[config.mk]
export PLATFORM = sky130hd
export DESIGN_NAME = mem_port_arbiter
export DESIGN_NICKNAME = d
export VERILOG_FILES = /design/src/rtl/mem_port_arbiter.sv
export SDC_FILE = /design/constraint.sdc
export NUM_CORES = 1
export LEC_CHECK = 0
export ABC_AREA = 1
export CAP_MARGIN = 20
export CORE_MARGIN = 1.5
export CORE_UTILIZATION = 41
export DETAILED_ROUTE_END_ITERATION = 12
export PLACE_DENSITY = 0.84
export SLEW_MARGIN = 0
export SYNTH_ARGS = -nofsm -noshare
export SYNTH_HDL_FRONTEND = slang
export SYNTH_SLANG_ARGS = --single-unit
[constraint.sdc]
create_clock -name clk -period 1.8 [get_ports clk]
set_clock_uncertainty 0.15 [all_clocks]
set_input_delay 0.27 -clock clk [delete_from_list [all_inputs] [get_ports clk]]
set_output_delay 0.27 -clock clk [all_outputs]
set_load 0.05 [all_outputs]
[src/rtl/mem_port_arbiter.sv]
// mem_port_arbiter
// Shares one word-wide memory port between the instruction fetch path
// (read-only) and the data load/store unit. Each access is sequenced through
// IDLE -> ACCESS -> RESP. Data wins a simultaneous request unless data also
// won the previous grant. Misaligned requests are answered without touching
// memory. Accesses that wait too long for mem_ready are aborted with an error.
// Every output comes straight from a flop.

module mem_port_arbiter #(
    parameter int ADDR_W  = 32,
    parameter int TIMEOUT = 255,
    parameter int TO_W    = 8
) (
    input  logic              clk,
    input  logic              rst,

    // instruction fetch side
    input  logic              if_req,
    input  logic [ADDR_W-1:0] if_addr,
    output logic              if_ack,
    output logic              if_err,
    output logic [31:0]       if_rdata,

    // data load/store side
    input  logic              d_req,
    input  logic              d_we,
    input  logic [3:0]        d_be,
    input  logic [ADDR_W-1:0] d_addr,
    input  logic [31:0]       d_wdata,
    output logic              d_ack,
    output logic              d_err,
    output logic [31:0]       d_rdata,

    // shared memory port
    output logic              mem_req,
    output logic              mem_we,
    output logic [3:0]        mem_be,
    output logic [ADDR_W-1:0] mem_addr,
    output logic [31:0]       mem_wdata,
    input  logic [31:0]       mem_rdata,
    input  logic              mem_ready
);

    typedef enum logic [1:0] {
        IDLE   = 2'd0,
        ACCESS = 2'd1,
        RESP   = 2'd2
    } state_t;

    // Grant owner encoding; last_grant_q also names the owner of the
    // access currently in flight, since it is updated on every grant.
    localparam logic GNT_FETCH = 1'b0;
    localparam logic GNT_DATA  = 1'b1;

    localparam logic [TO_W-1:0] TO_LIMIT  = TO_W'(TIMEOUT);
    localparam bit              TO_ENABLE = (TIMEOUT != 0);

    state_t            state_q,      state_d;
    logic              last_grant_q, last_grant_d;
    logic [TO_W-1:0]   cnt_q,        cnt_d;

    logic              if_ack_q,     if_ack_d;
    logic              if_err_q,     if_err_d;
    logic [31:0]       if_rdata_q,   if_rdata_d;
    logic              d_ack_q,      d_ack_d;
    logic              d_err_q,      d_err_d;
    logic [31:0]       d_rdata_q,    d_rdata_d;

    logic              mem_req_q,    mem_req_d;
    logic              mem_we_q,     mem_we_d;
    logic [3:0]        mem_be_q,     mem_be_d;
    logic [ADDR_W-1:0] mem_addr_q,   mem_addr_d;
    logic [31:0]       mem_wdata_q,  mem_wdata_d;

    logic              grant_data;
    logic              fetch_bad;
    logic              data_bad;
    logic [ADDR_W-1:0] fetch_word_addr;
    logic [ADDR_W-1:0] data_word_addr;
    logic [TO_W-1:0]   cnt_inc;
    logic              timed_out;

    // Arbitration and request qualification, evaluated from the raw inputs;
    // only consulted while in IDLE.
    always_comb begin
        grant_data      = d_req && !(if_req && (last_grant_q == GNT_DATA));
        fetch_bad       = (if_addr[1:0] != 2'b00);
        data_bad        = (d_addr[1:0] != 2'b00) || (d_be == 4'b0000);
        fetch_word_addr = {if_addr[ADDR_W-1:2], 2'b00};
        data_word_addr  = {d_addr[ADDR_W-1:2], 2'b00};
        cnt_inc         = cnt_q + 1'b1;
        timed_out       = TO_ENABLE && (cnt_inc == TO_LIMIT);
    end

    // Next-state and next-output logic; acks default low so they pulse for
    // exactly the one cycle spent in RESP.
    always_comb begin
        state_d      = state_q;
        last_grant_d = last_grant_q;
        cnt_d        = cnt_q;

        if_ack_d     = 1'b0;
        if_err_d     = 1'b0;
        if_rdata_d   = if_rdata_q;
        d_ack_d      = 1'b0;
        d_err_d      = 1'b0;
        d_rdata_d    = d_rdata_q;

        mem_req_d    = mem_req_q;
        mem_we_d     = mem_we_q;
        mem_be_d     = mem_be_q;
        mem_addr_d   = mem_addr_q;
        mem_wdata_d  = mem_wdata_q;

        case (state_q)
            IDLE: begin
                if (if_req || d_req) begin
                    last_grant_d = grant_data ? GNT_DATA : GNT_FETCH;
                    cnt_d        = '0;
                    if (grant_data) begin
                        if (data_bad) begin
                            state_d = RESP;
                            d_ack_d = 1'b1;
                            d_err_d = 1'b1;
                        end else begin
                            state_d     = ACCESS;
                            mem_req_d   = 1'b1;
                            mem_we_d    = d_we;
                            mem_be_d    = d_be;
                            mem_addr_d  = data_word_addr;
                            mem_wdata_d = d_wdata;
                        end
                    end else begin
                        if (fetch_bad) begin
                            state_d  = RESP;
                            if_ack_d = 1'b1;
                            if_err_d = 1'b1;
                        end else begin
                            state_d     = ACCESS;
                            mem_req_d   = 1'b1;
                            mem_we_d    = 1'b0;
                            mem_be_d    = 4'hF;
                            mem_addr_d  = fetch_word_addr;
                            mem_wdata_d = 32'h0;
                        end
                    end
                end
            end

            ACCESS: begin
                if (mem_ready) begin
                    state_d   = RESP;
                    mem_req_d = 1'b0;
                    mem_we_d  = 1'b0;
                    if (last_grant_q == GNT_DATA) begin
                        d_ack_d   = 1'b1;
                        d_rdata_d = mem_rdata;
                    end else begin
                        if_ack_d   = 1'b1;
                        if_rdata_d = mem_rdata;
                    end
                end else begin
                    if (TO_ENABLE) begin
                        cnt_d = cnt_inc;
                    end
                    if (timed_out) begin
                        state_d   = RESP;
                        mem_req_d = 1'b0;
                        mem_we_d  = 1'b0;
                        if (last_grant_q == GNT_DATA) begin
                            d_ack_d = 1'b1;
                            d_err_d = 1'b1;
                        end else begin
                            if_ack_d = 1'b1;
                            if_err_d = 1'b1;
                        end
                    end
                end
            end

            RESP: begin
                state_d = IDLE;
            end

            default: begin
                state_d   = IDLE;
                mem_req_d = 1'b0;
            end
        endcase
    end

    // State and output registers; reset abandons any access in flight
    // without acknowledging it.
    always_ff @(posedge clk) begin
        if (rst) begin
            state_q      <= IDLE;
            last_grant_q <= GNT_DATA;
            cnt_q        <= '0;
            if_ack_q     <= 1'b0;
            if_err_q     <= 1'b0;
            if_rdata_q   <= 32'h0;
            d_ack_q      <= 1'b0;
            d_err_q      <= 1'b0;
            d_rdata_q    <= 32'h0;
            mem_req_q    <= 1'b0;
            mem_we_q     <= 1'b0;
            mem_be_q     <= 4'h0;
            mem_addr_q   <= '0;
            mem_wdata_q  <= 32'h0;
        end else begin
            state_q      <= state_d;
            last_grant_q <= last_grant_d;
            cnt_q        <= cnt_d;
            if_ack_q     <= if_ack_d;
            if_err_q     <= if_err_d;
            if_rdata_q   <= if_rdata_d;
            d_ack_q      <= d_ack_d;
            d_err_q      <= d_err_d;
            d_rdata_q    <= d_rdata_d;
            mem_req_q    <= mem_req_d;
            mem_we_q     <= mem_we_d;
            mem_be_q     <= mem_be_d;
            mem_addr_q   <= mem_addr_d;
            mem_wdata_q  <= mem_wdata_d;
        end
    end

    assign if_ack    = if_ack_q;
    assign if_err    = if_err_q;
    assign if_rdata  = if_rdata_q;
    assign d_ack     = d_ack_q;
    assign d_err     = d_err_q;
    assign d_rdata   = d_rdata_q;
    assign mem_req   = mem_req_q;
    assign mem_we    = mem_we_q;
    assign mem_be    = mem_be_q;
    assign mem_addr  = mem_addr_q;
    assign mem_wdata = mem_wdata_q;

endmodule

After elaboration in Yosys (flattened, before gate mapping)

Index checks and enable logic that the tools add are counted.

Logic and storage cells: 95
Input bits: 138
Register bits: 149
Output and inout bits: 138

Mux-type cells: 50
Add/sub/neg operators: 1
Eq/ne operators: 10
Bitwise logic cells: 2
Reduce and logical (&&, ||, !) cells: 18

Operators by type and width:

| operator            | number |
|---|---|
| $mux 32             | 6 |
| $mux 1              | 25 |
| $mux 8              | 2 |
| $pmux 8 s2          | 1 |
| $mux 2              | 6 |
| $mux 4              | 3 |
| $pmux 1 s2          | 5 |
| $reduce_and 5->1    | 2 |
| $ne 3x3->1 const B  | 3 |
| $reduce_and 3->1    | 3 |
| $add 8x1->8 const B | 1 |
| $eq 8x8->1 const B  | 1 |
| $ne 2x2->1 const B  | 4 |
| $reduce_bool 2->1   | 3 |
| $logic_not 4->1     | 1 |
| $pmux 2 s2          | 1 |
| $reduce_and 2->1    | 2 |
| $reduce_and 4->1    | 1 |
| $pmux 1 s3          | 1 |
| $eq 2x1->1 const B  | 1 |
| $eq 2x2->1 const B  | 1 |
| $logic_and 1x1->1   | 2 |
| $logic_not 2->1     | 1 |
| $logic_or 1x1->1    | 2 |
| other kinds (2)     | 3 |

Depth between registers and ports, before layout

Gate-level depths: netlist of the first run.

Word-level depth: 6
Mapped depth: 12
Gate-level depth less buffers: 12

Least setup slack after synthesis of the first run

OpenSTA, ideal clock, no wires.

Path kind: reg-to-reg
Start point: reg cnt_q[1]
End point: reg mem_we_q (netlist: mem_we)
Slack: 192 ps
Setup time: 117 ps
Cell stages (with the launch flop): 11
Path buffers: 0
Data required time: 1,533 ps
Data arrival time: 1,341 ps
Cell sequence: dfxtp_1 > ha_1 > nand3_1 > o21bai_1 > nand2_1 > nor2_2 > nand2_1 > nand2_2 > nand3_1 > nand2_1 > nor2_1

Cells in the longest elaborated chain, start to end: 4

Ends and longest elaborated chain:

| what                       | line | RTL |
|---|---|---|
| from (decl)                | 60   | `logic [TO_W-1:0] cnt_q, cnt_d;` |
| from (signal assigned)     | 213  | `cnt_q <= cnt_d;` |
| $add 8x1->8                | 91   | `cnt_inc = cnt_q + 1'b1;` |
| $eq 8x8->1                 | 92   | `timed_out = TO_ENABLE && (cnt_inc == TO_LIMIT);` |
| $ne 3x3->1 (no line)       | --   |  |
| $reduce_and 5->1 (no line) | --   |  |
| to (signal assigned)       | 221  | `mem_we_q <= mem_we_d;` |
| to (decl)                  | 70   | `logic mem_we_q, mem_we_d;` |

No other way between the ends.
A chain may end at the register's enable or synchronous reset.

Final worst setup path of the first run

Start point: in d_req
End point: reg mem_be_q[0] (netlist: mem_be[0])

Cells in the longest elaborated chain, start to end: 3
Elaborated cells on any way between the ends: 6
Those cells by class: eq/ne (2); mux (1); reduce/logical (3)

Ends and longest elaborated chain:

| what                       | line | RTL |
|---|---|---|
| from (decl)                | 25   | `input logic d_req,` |
| $logic_and 1x1->1          | 86   | `grant_data = d_req && !(if_req && (last_grant_q == GNT_DATA));` |
| $ne 2x2->1 (no line)       | --   |  |
| $reduce_and 4->1 (no line) | --   |  |
| to (signal assigned)       | 222  | `mem_be_q <= mem_be_d;` |
| to (decl)                  | 71   | `logic [3:0] mem_be_q, mem_be_d;` |

Several ways; a longest one is shown, not always the timed one.

==> impl_metrics.ini, run 1 <==
[outcome]
status = finished clean

[cts]
cts_root_buf = clkbuf_16
cts_tree = yes
clock_path_buffers = 2
htree_levels = 4
path_clk_slew_ns = 0.06
insertion_delay_ns = 0.42
clock-sinks = 147
cts_hold_buf = 0
cts_buffers = 17

[critical_path]
required_ns = 2.00
cp.arrival_ns = 1.84
cp-start-kind = input pin
timing_worst_setup_path_type = input pin to flop
crit_fanout = 11
worstSetupEndpointType = flop

[yosys]
netlist_area_sq_um = 5840
synth.yosys.warnings = 0
synth.distinct_cells = 30
syn_area_per_cell_sq_um = 7.21
seq_area_frac_synth = 0.504
synthTopCellsByArea = dfxtp_1 50%, nand2_1 14%, nor2_1 9.3%, a21oi_1 6.6%, o21ai_0 5.9%
synth_top_cell_area_share = 0.504
yosys.area.top_type = dfxtp_1
netlist_instances = 810
ys_ff_latch = 147

[sta]
fmax_ghz = 0.608
setup_violations = 0
rsz0062_at_grt = false
slew_violations = 0
finalSetupTns_ns = 0
fin_crit_ns = 1.65
whs_ns = 0.211
hold_viol = 0
fin_crit_sh = 0.914

[floorplan]
dieArea_sq_um = 15000
die_height_um = 122
core_area_sq_um = 13900
die_w_um = 122
io_pins = 276
rows = 43
start_util = 0.421

[global_routing]
grt_usage = 0.250
grt_pass1_vias = 5931
grt_overflow = 0
grt_pass1_wl_um = 29200
antenna_found_initial = 0
grt_max_degree = 79

[placed_design]
io_buffer_count = 273
gp_congestion = 0.808
post-dp-hpwl_um = 13400
place_inst = 1248

[job]
cap_violations = 0

[drt]
via_per_inst = 4.93
wire_per_inst_um = 14.9
drc = 0
dr_total_vias = 6314
first_pass_iters = 5
drt_wl_total_um = 19100
ant_nets = 0
drt_iter0_drc = 421

[cells_and_area]
layout.cells.non_filler = 1280
final_common_cell = nand2_1
syn2layout_area_growth_pct = 58.2
nets = 1227
num_antenna_cells = 0
final_cell_mix = 222 x nand2_1, 163 x buf_4, 144 x nor2_1
fillers = 1177
drive_above_1_share = 0.211

[min_path]
hold_path.class = input pin to flop

[pwr]
ir_worst_vdd_mv = 0.581
powerDensity_nw_per_um2 = 976
power_leakage_uw = 0.00410
fin_total_pwr_uw = 9020
-- power by group --
part	switching, uW	internal [uW]
Clock	1370	2220
Combinational	1190	737
Sequential	90.7	3420
Total	2650	6380
-- routing by layer --
metal	up-vias	share of wire	global-route usage
met5	-	0	0
met4	0	0.022	0.103
met3	28	0.094	0.0818
met2	250	0.48	0.424
met1	2890	0.41	0.292
li1	3146	-	-
-- worst max-delay path: stages --
cell             delay, ns
clkdlybuf4s50_1       0.53
buf_4                 0.14
nand2_4               0.06
o21ai_2               0.09
nand3_2               0.15
inv_2                 0.15
buf_4                 0.19
o21ai_0               0.12
a21oi_1               0.13
-- worst paths after layout --
path,from,end,slack [ns],cells past startpoint
max,d_req,mem_be[0],0.15,9
min,rst,state_q[1],0.21,3
max reg2reg,cnt_q[0],mem_we,0.16,10
min reg2reg,mem_wdata[31],mem_wdata[31],0.31,2
-- cell usage after synthesis --
cell type and n:
clkbuf_2 1, nor2_2 8, nand4_1 1, buf_4 6, dfxtp_1 147, nand2_1 223, nor2_1 145, nor3_4 1
o21bai_1 3, inv_1 18, o21ai_2 1, buf_2 8, o21ai_1 2, xnor2_1 1, nand2_2 2, ha_1 2
buf_1 1, buf_6 4, or2_1 1, o21ai_0 69, nand3_1 47, nand3_2 1, clkbuf_1 33, inv_2 3
a21oi_1 77, nand2_4 1, nor3_1 1, conb_1 1, inv_4 1, o211ai_1 1
-- cells by family after synthesis --
kind of cell | after synthesis | share of synthesized area
xor+xnor | 1 | 0.00150
fa+ha+maj | 2 | 0.00428
other cells | 1 | 0.000642
simple gates | 431 | 0.297
compound gates | 153 | 0.133
buf+inv | 75 | 0.0595
flops | 147 | 0.504
-- registers in the layout, summed over array words and instances, names as in the netlist --
register and cells:
if_rdata 32, cnt_q 8, mem_wdata 32, d_ack 1
d_err 1, d_rdata 32, mem_be 4, mem_req 1
mem_we 1, if_ack 1, last_grant_q 1, mem_addr 30
if_err 1, state_q 2
-- per-stage QoR --
stage / setup slack (ns) / util / cell area (sq um)
floorplan: 0.192 / - / 5850
global placement: -0.224 / 0.620 / 8600
detailed placement: -0.261 / 0.620 / 8600
CTS: 0.0119 / 0.663 / 9210
global route: 0.0179 / 0.666 / 9240
finish: 0.155 / 0.666 / 9240
-- layout make-up --
| class | count | area, sq um | area share |
|---|---|---|---|
| clock buffers | 20 | 447 | 0.0483 |
| clock inverters | 12 | 158 | 0.0171 |
| inverters | 22 | 85.1 | 0.00920 |
| multi-input cells | 589 | 2590 | 0.280 |
| flip-flops and latches | 147 | 2950 | 0.319 |
| well taps | 180 | 225 | 0.0244 |
| repair buffers | 310 | 2790 | 0.302 |
-- timing repair --
action / 4_1_cts / 5_1_grt
setup endpoints to repair: 1 / 8
resized for setup: 1 / 12
pin swaps: 0 / 4
setup buffers: 0 / 0
gates cloned: 0 / 0
No activity file was read; power rests on OpenSTA's default activity.
==> run 2, diff against run 1 <==
- CORE_MARGIN: 1.5 -> 2
- CTS_CLUSTER_SIZE: default -> 24
==> run 2 against run 1 <==
Against the previous run: worst setup slack got worse by 0.057 ns; power fell by 1.8%; cell area decreased by 0.53%; clock power shrank 4%; combinational power barely moved; hold slack got worse by 0.023 ns; non-clock buffer count rose by 6; die area grew 1.6%; first-iteration DRC count fell by 10%; global-route usage fell by 0.83 points; count of clock-buffer cells in the layout unchanged; sequential power hardly changed; largest cell class unchanged.
==> impl_metrics.ini, run 2 (synthesis results as in run 1) <==
[critical_path]
worstSetupEndpointType = flop
cp.arrival_ns = 1.89
timing_worst_setup_path_type = input pin to flop
crit_fanout = 11
cp-start-kind = input pin
required_ns = 1.98

[floorplan]
die_w_um = 123
dieArea_sq_um = 15200
die_height_um = 123
rows = 43
core_area_sq_um = 13900
io_pins = 276
start_util = 0.421

[cells_and_area]
drive_above_1_share = 0.212
fillers = 1172
num_antenna_cells = 0
syn2layout_area_growth_pct = 57.4
final_common_cell = nand2_1
multi_input_area_sq_um = 2580
seq_area_sq_um = 2950
nets = 1233
final_cell_mix = 222 x nand2_1, 173 x buf_4, 144 x nor2_1

[drt]
via_per_inst = 4.86
first_pass_iters = 5
drc = 0
ant_nets = 0
dr_total_vias = 6254
drt_wl_total_um = 19000
wire_per_inst_um = 14.8
drt_iter0_drc = 377

[global_routing]
grt_max_degree = 69
use_met2 = 0.406
antenna_found_initial = 0
grt_pass1_wl_um = 28400
globalRouteMet3Util = 0.0830
grt-busiest-layer = met2
met1_usage = 0.275
grt_pass1_vias = 5811
grt_overflow = 0
grt_usage = 0.242

[pwr]
fin_total_pwr_uw = 8860
switching_share = 0.297
pwr-share-clk = 0.387
p_comb_frac = 0.217
p_sw_uw = 2630
p_int_uw = 6230
power_leakage_uw = 0.00409
ir_worst_vdd_mv = 0.615
powerDensity_nw_per_um2 = 964
seqPwrFrac = 0.396

[job]
cap_violations = 0

[cts]
cts_buffers = 17
cts_root_buf = clkbuf_16
insertion_delay_ns = 0.41
htree_levels = 4
clock-sinks = 147
clock_path_buffers = 2
cts_tree = yes
path_clk_slew_ns = 0.06

[placed_design]
io_buffer_count = 273
post-dp-hpwl_um = 13700
gp_congestion = 0.839

[sta]
slew_violations = 0
fin_crit_sh = 0.946
fin_crit_ns = 1.70
setup_violations = 0
hold_viol = 0
fmax_ghz = 0.587
finalSetupTns_ns = 0
whs_ns = 0.189

[outcome]
status = finished clean

[min_path]
hold_path.class = input pin to flop
==> run 2: cell types whose count changed in the layout (fill, tap and decap cells not counted), sizes merged <==
| cell | previous run | this run |
|---|---|---|
| clkinv | 6 | 5 |
| bufinv | 3 | 2 |
| buf | 174 | 180 |
| clkinvlp | 3 | 5 |
==> run 2: worst paths after layout <==
check	start	to	slack, ns	cells past startpoint
worst max register to register	state_q[1]	mem_addr[17]	0.12	8
worst min register to register	mem_addr[8]	mem_addr[8]	0.31	2
worst max-delay path	d_req	mem_addr[17]	0.1	9
worst min-delay path	rst	mem_addr[8]	0.19	3
==> run 2: metrics by stage <==
| stage | area, sq um | utilization | setup slack, ns | instances |
|---|---|---|---|---|
| 2_1_floorplan | 5850 | - | 0.192 | 811 |
| 3_3_place_gp | 8580 | 0.618 | -0.242 | 1253 |
| 3_5_place_dp | 8580 | 0.618 | -0.282 | 1253 |
| 4_1_cts | 9160 | 0.660 | 0.0180 | 1285 |
| 5_1_grt | 9200 | 0.662 | -0.00794 | 1286 |
| 6_report | 9200 | 0.662 | 0.0978 | 1286 |
==> run 2: cell type report <==
type                       instances  share of cell area
timing repair buffer             316               0.302
tap                              180              0.0245
multi-input combinational        589               0.280
inverter                          22             0.00925
clock inverter                    12              0.0146
clock buffer                      20              0.0486
sequential                       147               0.321
==> run 2: worst max-delay path: stages <==
cell	delay, ns
clkdlybuf4s50_1	0.51
buf_4	0.14
nand2_4	0.07
o21ai_2	0.09
nand3_2	0.16
inv_2	0.17
buf_4	0.21
nand2_1	0.10
a21oi_1	0.17
==> run 2: metal layers <==
metal | vias to the layer above | wire, um
met5 | - | 0
met4 | 0 | 607
met3 | 39 | 1910
met2 | 253 | 9010
met1 | 2809 | 7490
li1 | 3153 | -
==> run 2: repair_timing <==
item,in CTS,in global routing
endpoints found under the setup margin,0,9
resized for setup,0,10
hold buffers,0,0
hold endpoints to repair,0,0
setup buffers,0,1
==> run 2: power by group through the flow <==
stage	Combinational (uW)	Sequential (uW)	Clock, uW
after global routing	2060	3530	3650
after global placement	1910	3570	0
after floorplan	582	4100	0
after detailed placement	1920	3580	0
final	1930	3510	3430
after CTS	1930	3510	3500
==> run 3, diff against run 2 <==
- CAP_MARGIN: 20 -> 10
==> results of run 3 <==
The final DEF is identical to that of run 2; final timing and power are the same.
